[src/rtl/serial_parity_transmitter.sv]
// Serial parity transmitter: shifts a latched word out LSB first on x, then
// appends one parity bit. Back-to-back frames are accepted during the parity cycle.
module serial_parity_transmitter #(
  parameter int DATA_WIDTH = 8,
  parameter bit PARITY_ODD = 1'b0
) (
  input  logic                  clk,
  input  logic                  rst_n,
  input  logic [DATA_WIDTH-1:0] data_in,
  input  logic                  load,
  output logic                  ready,
  output logic                  x,
  output logic                  busy,
  output logic                  done,
  output logic [1:0]            fsm_state
);

  localparam int CW = (DATA_WIDTH > 2) ? $clog2(DATA_WIDTH) : 1;
  localparam logic [CW-1:0] LAST_BIT = CW'(DATA_WIDTH - 1);

  typedef enum logic [1:0] {
    IDLE   = 2'd0,
    SHIFT  = 2'd1,
    PARITY = 2'd2
  } state_t;

  state_t                state;
  logic [DATA_WIDTH-1:0] shreg;
  logic [CW-1:0]         cnt;
  logic                  par;

  assign fsm_state = state;

  // Handshake: a word is taken on the rising edge where load and ready are both 1.
  // ready is 1 in IDLE and PARITY; a load while ready is 0 is dropped, not queued.
  // shreg holds the not-yet-sent bits, cnt is the index of the bit now on x,
  // and par accumulates the XOR of every data bit already driven onto x.
  always_ff @(posedge clk or negedge rst_n) begin
    if (!rst_n) begin
      state <= IDLE;
      shreg <= '0;
      cnt   <= '0;
      par   <= 1'b0;
      x     <= 1'b0;
      busy  <= 1'b0;
      done  <= 1'b0;
      ready <= 1'b1;
    end else begin
      case (state)
        SHIFT: begin
          if (cnt == LAST_BIT) begin
            state <= PARITY;
            cnt   <= '0;
            x     <= par ^ PARITY_ODD;
            done  <= 1'b1;
            ready <= 1'b1;
          end else begin
            cnt   <= cnt + CW'(1);
            x     <= shreg[0];
            par   <= par ^ shreg[0];
            shreg <= shreg >> 1;
          end
        end
        IDLE, PARITY: begin
          if (load && ready) begin
            // Bit 0 goes straight to x; the rest wait in shreg.
            state <= SHIFT;
            shreg <= data_in >> 1;
            cnt   <= '0;
            par   <= data_in[0];
            x     <= data_in[0];
            busy  <= 1'b1;
            done  <= 1'b0;
            ready <= 1'b0;
          end else begin
            state <= IDLE;
            cnt   <= '0;
            x     <= 1'b0;
            busy  <= 1'b0;
            done  <= 1'b0;
            ready <= 1'b1;
          end
        end
        default: begin
          state <= IDLE;
          cnt   <= '0;
          x     <= 1'b0;
          busy  <= 1'b0;
          done  <= 1'b0;
          ready <= 1'b1;
        end
      endcase
    end
  end

endmodule

[config.mk]
export PLATFORM = sky130hd
export DESIGN_NAME = serial_parity_transmitter
export DESIGN_NICKNAME = d
export VERILOG_FILES = /design/src/rtl/serial_parity_transmitter.sv
export SDC_FILE = /design/constraint.sdc
export NUM_CORES = 1
export LEC_CHECK = 0
export BUFFER_PORTS_ARGS = -buffer_cell sky130_fd_sc_hd__buf_2
export CAP_MARGIN = 15
export CORE_MARGIN = 2
export CORE_UTILIZATION = 54
export CTS_CLUSTER_DIAMETER = 150
export DETAILED_ROUTE_END_ITERATION = 16
export PLACE_DENSITY = 0.88
export SETUP_SLACK_MARGIN = 0.1
export SYNTH_ARGS = -nofsm -noshare
export SYNTH_HDL_FRONTEND = slang
export SYNTH_SLANG_ARGS = --single-unit
[constraint.sdc]
create_clock -name clk -period 5.3 [get_ports clk]
set_input_delay 0.265 -clock clk [delete_from_list [all_inputs] [get_ports clk]]
set_output_delay 0.265 -clock clk [all_outputs]
set_load 0.01 [all_outputs]
# Yosys cells after proc, flatten, opt, wreduce, memory -nomap -nowiden
# Cells that the tools add are included.
[totals]
mem_count = 0
romBits = 0
reg_bits = 18
in_bits = 11
output_inout_bits = 6
mem_bits_rw = 0
latch_bits = 0
elab_cells = 41
[classes]
n_eq_ne = 6
add_sub_neg = 1
bitwise = 1
magnitude_cmp = 0
n_div = 0
reduce_logical = 5
mul = 0
muxes = 20
n_shift = 0
[op_table]
columns = ["cell", "n"]
rows = [
  ["8-bit two-way mux", 2],
  ["8-bit case mux with 2 select lines", 1],
  ["1-bit two-way mux", 9],
  ["1-bit case mux with 2 select lines", 4],
  ["3-bit two-way mux", 2],
  ["2-bit inequality test (second input constant)", 3],
  ["2-bit case mux with 2 select lines", 1],
  ["3-bit by 1-bit adder with 3-bit output (second input constant)", 1],
  ["3-bit == test (second input constant)", 1],
  ["3-bit AND reduction", 1],
  ["2-bit by 1-bit == test with 1-bit output (second input constant)", 1],
  ["2-bit == test (second input constant)", 1],
  ["2-bit logical NOT", 1],
  ["2-bit two-way mux", 1],
  ["2-bit nonzero test", 1],
  ["2-bit OR reduction", 1],
  ["1-bit logical AND", 1],
  ["1-bit bitwise XOR", 1],
]

# Longest topological paths before layout
# Gate-level depths: netlist (run 1).
[logic_depth]
word_depth = 4
depth_mapped = 6
mapped_depth_nobuf = 5

# Worst setup path before layout (run 1)
# OpenSTA, ideal clock, no wires.
[synth_path]
path_type = "register to register"
startpoint = "register cnt[0]"
endpoint = "register shreg[0]"
t_arrival_ps = 1659
setup_time_ps = 128
path_slack_ps = 3513
required_ps = 5172
path_buffers = 1
period_less_slack_ps = 1787
path_stages_with_launch = 7
cell_sequence = "dfrtp_1 > ha_1 > ha_1 > or3b_1 > buf_2 > nand2_4 > mux2_1"
[synth_via]
elab_chain_cells = 3
[synth_lines]
columns = ["item", "line_no", "rtl"]
rows = [
  ["start, declared", "29", "logic [CW-1:0] cnt;"],
  ["start signal, assigned", "58", "cnt <= cnt + CW'(1);"],
  ["3-bit == test", "51", "if (cnt == LAST_BIT) begin"],
  ["2-bit inequality test (no source line)", "-", ""],
  ["3-bit AND reduction (no source line)", "-", ""],
  ["end signal, assigned", "61", "shreg <= shreg >> 1;"],
  ["end signal, assigned", "68", "shreg <= data_in >> 1;"],
  ["end, declared", "28", "logic [DATA_WIDTH-1:0] shreg;"],
]
# Every way passes these cells.
# A chain may end at the register's enable or synchronous reset.

# Worst setup path after layout (run 1)
# Same ends and word-level chain as after synthesis.

==> flow_metrics.tcl, run 1 <==
set metrics [dict create \
    routed_via_density 5.12 \
    layout_common_cells "buf_2, dfrtp_1, mux2_2" \
    drive_above_1_share 0.385 \
    grt_use_met1 0.208 \
    clk_latency_ps 280 \
    num_vias 476 \
    die_x_um 41.0 \
    grt_pass1_wl_mm 1.83 \
    port_buffers 16 \
    gp_congestion 0.680 \
    cts-root-buf "clkbuf_4" \
    fin_worst_skew_ps 2.46 \
    firstDrtPassIters 2 \
    period_share 0.357 \
    cts_tree "built" \
    fin_area_um2 868 \
    synth_top_family_by_area "multiplexers" \
    htreeDepth 1 \
    start_util 0.576 \
    ys_types 23 \
    fmax_mhz 528 \
    synth_area_per_cell_um2 12.3 \
    ys_seq_elements 16 \
    die_area_mm2 0.00168 \
    detail_route.iter0.violations 1 \
    fin_crit_ps 1890 \
    slew_headroom 0.702 \
    cts_setup_buffers 0 \
    synth_area_um2 741 \
    synthXorXnorAreaFrac 0.0118 \
    setup_violations 0 \
    hold_violations 0 \
    critPathKind "reg -> reg" \
    synth_mux_area_frac 0.198 \
    min_path_type "in -> reg" \
    cts_resized 0 \
    track_usage 0.174 \
    synth-compound-area-share 0.0422 \
    grt_use_met3 0.0652 \
    irDropWorstVdd_v 0.000341 \
    syn_inst 60 \
    worstMarginPinSlew_ps 448 \
    seq_area_frac_synth 0.542 \
    cp.arrival_ps 2060 \
    final.setup.tns_ps 0 \
    p_leak_nw 0.441 \
    holdBufCountCts 1 \
    antenna_found_initial 0 \
    grt_setup_unrepaired "false" \
    cp_data_required_time_ps 5470 \
    synthAdderAreaFrac 0.0338 \
    ys_warn_count 0 \
    place_hpwl_um 884 \
    syn_to_final_growth_pct 17.2 \
    busiest_layer "met2" \
    layout_commonest_cell "buf_2" \
    core_area_mm2 0.00128 \
    dpl_cell_area_um2 822 \
    drt.antenna.violating_nets 0 \
    die_height_um 41.0 \
    final_net_count 92 \
    cp-start-kind "register" \
    grt_pass1_vias 430 \
    diodes 0 \
    synth_nets 73 \
    drc_errors 0 \
    cp_max_fo 7 \
    overflow 0 \
    cap_violations 0 \
    cp-end-kind "register" \
    grt_start_max_net_pins 17 \
    cts_made_buffers 3 \
    slew_viol_final 0 \
    num_rows 13 \
    met2_usage 0.289 \
    pin_count 17 \
    totalWireLength_mm 1.20 \
    cts.sinks 16 \
    cellPowerDensity_mw_per_mm2 547 \
    clockBufferDepth 2 \
    wl_per_cell_um 12.9 \
    outcome "complete, no violations" \
    synth-simple-area-share 0.139 \
    clk_pin_slew_ps 90 \
]
## state kept, by name, indices dropped and copies added (netlist names)
signal / flops
shreg: 7
cnt: 3
fsm_state: 2
busy: 1
par: 1
ready: 1
x: 1
## synthesized netlist by cell type
master	count	area share
o31ai_1	1	0.010
buf_4	1	0.010
o21ai_0	1	0.0068
and2_1	2	0.017
ha_1	2	0.034
nand2_1	4	0.020
a21o_1	1	0.010
mux2_1	6	0.091
mux2_2	7	0.11
or3b_1	1	0.012
nand2_4	1	0.015
dfrtp_1	15	0.51
xnor2_1	1	0.012
o22ai_1	1	0.0085
nand3b_1	1	0.010
and4bb_2	1	0.017
inv_1	2	0.010
nor2_1	5	0.025
a21oi_1	1	0.0068
nand3_1	2	0.014
nor2b_1	1	0.0085
dfstp_2	1	0.035
buf_2	2	0.014
## final timing paths
kind | start | endpoint | slack [ps] | cells after the start
worst max register to register | cnt[0]$_DFF_PN0_ | shreg[0]$_DFFE_PN0P_ | 3410 | 5
min in group asynchronous | rst_n | x$_DFF_PN0_ | 420 | 2
worst max-delay path | cnt[0]$_DFF_PN0_ | shreg[0]$_DFFE_PN0P_ | 3410 | 5
worst min register to register | cnt[0]$_DFF_PN0_ | cnt[0]$_DFF_PN0_ | 440 | 1
worst min-delay path | data_in[7] | shreg[6]$_DFFE_PN0P_ | 220 | 3
max in group asynchronous | rst_n | ready$_DFFE_PN1P_ | 4590 | 2
## stage by stage
stage / worst slack (ps) / total power, mW / hold slack, ps / util / std cells
floorplan: 3510 / 0.355 / -30.6 / - / 60
global placement: 3460 / 0.392 / 187 / 0.640 / 88
detailed placement: 3430 / 0.401 / 195 / 0.640 / 88
CTS: 3400 / 0.482 / 216 / 0.676 / 93
global route: 3320 / 0.516 / 225 / 0.676 / 93
finish: 3410 / 0.475 / 222 / 0.676 / 93
## power breakdown
part	internal [mW]	switching [mW]
Clock	0.0417	0.0370
Sequential	0.176	0.0389
Combinational	0.0999	0.0815
Total	0.318	0.157
## critical path: stages (launching register included)
cell and delay (ps):
dfrtp_1 390, ha_1 200, ha_1 220, or3b_1 490, nand2_4 150, mux2_1 340
## routing by layer
| metal | share of wire | up-vias | wire [um] |
|---|---|---|---|
| li1 | - | 239 | - |
| met1 | 0.44 | 224 | 530 |
| met2 | 0.50 | 13 | 599 |
| met3 | 0.057 | 0 | 68 |
| met4 | 0 | 0 | 0 |
| met5 | 0 | - | 0 |
## final cells by class
class,instances,area [um^2]
Fill cell,108,417
Inverter,2,7.51
Clock buffer,4,36.3
Tap cell,15,18.8
Sequential cell,16,402
Timing Repair Buffer,17,90.1
Multi-Input combinational cell,39,314
## cell families (layout without fill, tap and decap cells)
family | Yosys count | after routing
simple gates | 18 | 18
flops | 16 | 16
mux | 13 | 13
compound gates | 5 | 5
buf+inv | 5 | 23
fa+ha+maj | 2 | 2
xor+xnor | 1 | 1
Power figures use the tool's default switching activity.
==> inputs of run 2 (changes only) <==
ABC_AREA = 1   (was not set)
CORE_UTILIZATION = 47   (was 54)
PLACE_DENSITY = 0.81   (was 0.88)
clock period = 1.65 ns   (was 5.3 ns; I/O delays follow)
==> run 2 against run 1 <==
- sequential share of layout area shrank 4.4 points
- hold slack worse by 150 ps
- clock power rose to 3.4 times the previous value
- clock-buffer cell count unchanged
- critical path depth increased by 2
- fmax grew 37%
- combinational power rose to 4.5 times the previous value
- via count rose by 35%
- die area up 25%
- clock skew about the same
- largest cell class unchanged
==> flow_metrics.tcl, run 2 <==
set metrics [dict create \
    outcome "complete, no violations" \
    cap_violations 0 \
    rr_startpoint "cnt[0]$_DFF_PN0_" \
    clockBufferDepth 2 \
    register_area_um2 402 \
    layout_commonest_cell "nand2_1" \
    min_path_type "in -> reg" \
    slew_viol_final 0 \
    cpPeakStageDelay_ps 390 \
    cts.sinks 16 \
    firstDrtPassIters 4 \
    syn_inst 93 \
    pin_count 17 \
    place_hpwl_mm 1.04 \
    cp-start-kind "register" \
    fmax_mhz 722 \
    ys_warn_count 0 \
    layout_common_cells "nand2_1, buf_2, dfrtp_1" \
    num_vias 643 \
    track_usage 0.167 \
    die_area_mm2 0.00210 \
    cp_max_fo 10 \
    min_to "x$_DFF_PN0_" \
    cts_made_buffers 3 \
    grt_setup_unrepaired "false" \
    synthMostInstantiatedCell "nand2_1" \
    overflow 0 \
    gp_congestion 0.799 \
    ys_top_cells_by_area "dfrtp_1, nand2_1, nand3_1" \
    start_util 0.487 \
    synth_area_per_cell_um2 8.85 \
    fillers 159 \
    clk_latency_ps 290 \
    fin_worst_skew_ps 2.47 \
    cp_slowest_cell "dfrtp_1" \
    synth_flop_cell "dfrtp_1" \
    htreeDepth 1 \
    die_x_um 45.9 \
    ys_seq_elements 16 \
    multi_input_area_um2 363 \
    r2r-end "par$_DFFE_PN0P_" \
    ys_async_sr_fraction 1.00 \
    synth_top_area_cell "dfrtp_1" \
    setup_violations 0 \
    drive_above_1_share 0.327 \
    wl_per_cell_um 11.2 \
    grt_start_max_net_pins 17 \
    diodes 0 \
    cp_data_required_time_ps 1890 \
    ys_types 15 \
    regMostFlops "shreg" \
    clk_pin_slew_ps 100 \
    final.setup.tns_ps 0 \
    largest_register_ffs 7 \
    synth_edf_count 0 \
    cp.arrival_ps 1630 \
    crit_chain "ha_1 -> ha_1 -> inv_1 -> nand2_8 -> nand2_8 -> nand2_2 -> nand2_2" \
    cellPowerDensity_mw_per_mm2 1840 \
    num_rows 15 \
    routed_via_density 4.95 \
    grt_pass1_wl_mm 2.42 \
    seq_area_frac_synth 0.488 \
    p_leak_nw 0.533 \
    drt.antenna.violating_nets 0 \
    critPathKind "reg -> reg" \
    holdBufCountCts 1 \
    rr_worst_depth 7 \
    fin_crit_ps 1380 \
    hold_violations 0 \
    detail_route.iter0.violations 7 \
    hold_path_startpoint "data_in[0]" \
    antenna_found_initial 0 \
    cp-end-kind "register" \
    cts-root-buf "clkbuf_4" \
    drc_errors 0 \
    cts_setup_buffers 0 \
    synth_nets 106 \
    totalWireLength_mm 1.45 \
    core_area_mm2 0.00169 \
    syn_to_final_growth_pct 16.6 \
    synth_area_um2 823 \
    final_core_util 0.568 \
    die_height_um 45.9 \
    hold-path-cell-count 3 \
    port_buffers 16 \
    grt_pass1_vias 552 \
    period_share 0.839 \
    cts_tree "built" \
    synth_common_cells "nand2_1, dfrtp_1, nand3_1" \
    final_net_count 127 \
    r2r_slack_ps 270 \
    cts_resized 0 \
    worstMarginPinSlew_ps 361 \
    irDropWorstVdd_v 0.000934 \
    synth_top_area_share 0.456 \
    slew_headroom 0.759 \
]
[run 2: cell count changes after synthesis, moves of 4 or more]
cell	previous run	this run
nand3_1	2	12
mux2_2	7	0
inv_1	2	6
nand2_1	4	34
nand2_2	0	9
mux2_1	6	0
[run 2: cell families after synthesis]
logic type / count (synthesis) / synth area share
simple gates: 65 / 0.410
flops: 16 / 0.488
buf+inv: 10 / 0.0714
fa+ha+maj: 2 / 0.0304
[run 2: how the worst max path moves through the flow]
stage                     start              endpoint  slack [ps]  cells past startpoint
3_5_place_dp   cnt[0]$_DFF_PN0_       par$_DFFE_PN0P_         270                      7
4_1_cts        cnt[0]$_DFF_PN0_  shreg[3]$_DFFE_PN0P_         250                      7
3_3_place_gp   cnt[0]$_DFF_PN0_       par$_DFFE_PN0P_         330                      7
6_report       cnt[0]$_DFF_PN0_       par$_DFFE_PN0P_         270                      7
2_1_floorplan  cnt[0]$_DFF_PN0_       par$_DFFE_PN0P_         380                      7
5_1_grt        cnt[0]$_DFF_PN0_  shreg[3]$_DFFE_PN0P_         170                      7
[run 2: layer usage]
metal / wire [um] / global-route usage / part of all wire / vias up
met5: 0 / 0 / 0 / -
met4: 10 / 0.0800 / 0.0069 / 0
met3: 75 / 0.0714 / 0.052 / 2
met2: 688 / 0.233 / 0.47 / 18
met1: 675 / 0.220 / 0.47 / 293
li1: - / - / - / 330
[run 2: report_power, final]
part / total [mW] / internal, mW / leakage, nW / switching [mW]
logic: 0.810 / 0.307 / 0.311 / 0.503
clock network: 0.270 / 0.135 / 0.0210 / 0.135
registers: 0.684 / 0.566 / 0.201 / 0.118
total: 1.76 / 1.01 / 0.533 / 0.756
[run 2: through the flow]
stage	setup WS [ps]	area, um^2	hold slack, ps	power [mW]	cells
after floorplan	380	823	-213	1.32	93
after global placement	327	913	10.9	1.49	125
after detailed placement	274	913	14.5	1.51	125
after CTS	248	960	64.1	1.78	130
after global routing	173	960	84.3	1.92	130
final	265	960	71.1	1.76	130
[run 2: area by class of cell]
type,instances,area share
clock buffers,4,0.0378
inverters,8,0.0417
multi-input cells,67,0.378
flip-flops and latches,16,0.419
well taps,17,0.0222
repair buffers,18,0.102
[run 2: worst max-delay path, delay by kind of cell, from the launching register on]
family                     cells  cell delay, ps
DFF                            1             390
adders and majority gates      2             380
and+or+nand+nor                4             360
buffers and inverters          1             210
==> inputs of run 3 (changes only) <==
CORE_UTILIZATION = 52   (was 47)
PLACE_DENSITY = 0.84   (was 0.81)
clock period = 1.4 ns   (was 1.65 ns; I/O delays follow)
==> run 3 against run 2 <==
- global-route usage increased by 1.1 points
- first-iteration DRC count decreased by 43%
- sequential power increased by 19%
==> flow_metrics.tcl, run 3 (synthesis gave the netlist of run 2 again) <==
set metrics [dict create \
    critPathKind "reg -> reg" \
    fin_worst_skew_ps 1.39 \
    cts-root-buf "clkbuf_4" \
    cp_data_required_time_ps 1570 \
    syn_to_final_growth_pct 22.3 \
    cp_slowest_cell "dfrtp_1" \
    clk_pin_slew_ps 90 \
    cellPowerDensity_mw_per_mm2 2140 \
    cts_made_buffers 3 \
    switchingPower_mw 0.940 \
    layout_common_cells "nand2_1, buf_2, dfrtp_1" \
    worstMarginPinSlew_ps 345 \
    internal_power_mw 1.22 \
    combPwrFrac 0.510 \
    gp_congestion 0.791 \
    instances_no_fill 132 \
    rr_startpoint "cnt[0]$_DFF_PN0_" \
    clk_latency_ps 270 \
    drt.antenna.violating_nets 0 \
    startpoint "cnt[0]$_DFF_PN0_" \
    fin_crit_ps 1230 \
    irDropWorstVdd_v 0.00113 \
    detail_route.iter0.violations 4 \
    die_area_mm2 0.00192 \
    cpLargestDelayFamily "flip-flops" \
    num_rows 14 \
    final_core_util 0.676 \
    firstDrtPassIters 4 \
    p_leak_nw 0.540 \
    die_x_um 43.8 \
    track_usage 0.178 \
    clkPwrFrac 0.112 \
    grt_pass1_vias 574 \
    grt_pass1_wl_mm 2.50 \
    clockBufferDepth 2 \
    hold_violations 0 \
    slew_viol_final 0 \
    pin_count 17 \
    cp.arrival_ps 1400 \
    largest_register_ffs 7 \
    slew_headroom 0.770 \
    setup_violations 0 \
    cts.sinks 16 \
    cp_max_fo 6 \
    cap_violations 0 \
    grt_start_max_net_pins 17 \
    place_inst 124 \
    final_net_count 130 \
    htreeDepth 1 \
    fin_area_mm2 0.00101 \
    cts_tree "built" \
    drive_above_1_share 0.362 \
    crit_buf_inv 1 \
    period_share 0.875 \
    die_height_um 43.8 \
    min_path_type "in -> reg" \
    outcome "complete, no violations" \
    layout_commonest_cell "nand2_1" \
    hold_path_startpoint "data_in[7]" \
    cp-start-kind "register" \
    antenna_found_initial 0 \
    cp-end-kind "register" \
    wl_per_cell_um 11.5 \
    swShare 0.435 \
    routed_via_density 4.93 \
    seq_power_share 0.378 \
    port_buffers 16 \
    place_hpwl_mm 1.14 \
    diodes 0 \
    crit_chain "ha_2 -> ha_4 -> clkinv_4 -> nand2_8 -> nand2_8 -> nand2_2 -> nand2_2" \
    totalWireLength_mm 1.52 \
    start_util 0.553 \
    drc_errors 0 \
    num_vias 651 \
    dpl_cell_area_um2 912 \
    core_area_mm2 0.00149 \
    overflow 0 \
    regMostFlops "shreg" \
    fmax_mhz 816 \
    holdWs_ps 84.1 \
    grt_setup_unrepaired "false" \
    cpPeakStageDelay_ps 370 \
]
==> run 3: area by class of cell <==
class / instances / area [um^2]
flip-flops and latches: 16 / 402
clock buffers: 4 / 26.3
well taps: 16 / 20.0
inverters: 8 / 45.0
repair buffers: 19 / 105
multi-input cells: 69 / 409
fillers: 118 / 482
==> run 3: power by group through the flow <==
stage,Clock (mW),Sequential [mW],Combinational [mW]
2_1_floorplan,0,0.800,0.759
3_3_place_gp,0,0.815,0.937
3_5_place_dp,0,0.821,0.974
4_1_cts,0.251,0.812,1.03
5_1_grt,0.267,0.835,1.24
6_report,0.242,0.817,1.10
==> run 3: metal layers <==
metal  vias up  track usage  wire length, um  share of wire
li1        342            -                -              -
met1       297        0.241              675           0.44
met2        10        0.285              788           0.52
met3         2       0.0250               47          0.031
met4         0       0.0727                6         0.0040
met5         -            0                0              0
==> run 3: stage by stage <==
step	setup WS, ps	total power, mW	setup TNS (ps)
2_1_floorplan	130	1.56	0
3_3_place_gp	82.2	1.75	0
3_5_place_dp	-24.4	1.80	-136
4_1_cts	92.3	2.09	0
5_1_grt	103	2.34	0
6_report	175	2.16	0
==> run 3: worst min-delay path, cell delays in order <==
cell     delay [ps]
buf_2            90
inv_1            40
nor2_1           40
nand2_2          50
nand2_1          40
==> run 3: worst paths after layout <==
kind,to,slack [ps],cells after the start
worst min-delay path,shreg[6]$_DFFE_PN0P_,80,5
worst max register to register,par$_DFFE_PN0P_,170,7
min in group asynchronous,cnt[2]$_DFF_PN0_,220,2
worst min register to register,cnt[0]$_DFF_PN0_,460,1
max in group asynchronous,ready$_DFFE_PN1P_,880,2
worst max-delay path,par$_DFFE_PN0P_,170,7
==> run 3: repair_timing <==
action / in CTS / in global routing
gates cloned: 1 / 1
gates resized for setup: 1 / 6
setup buffers: 1 / 0
endpoints found under the setup margin: 12 / 11
pin swaps: 1 / 2
hold buffers: 1 / 0
endpoints found under the hold margin: 16 / 0
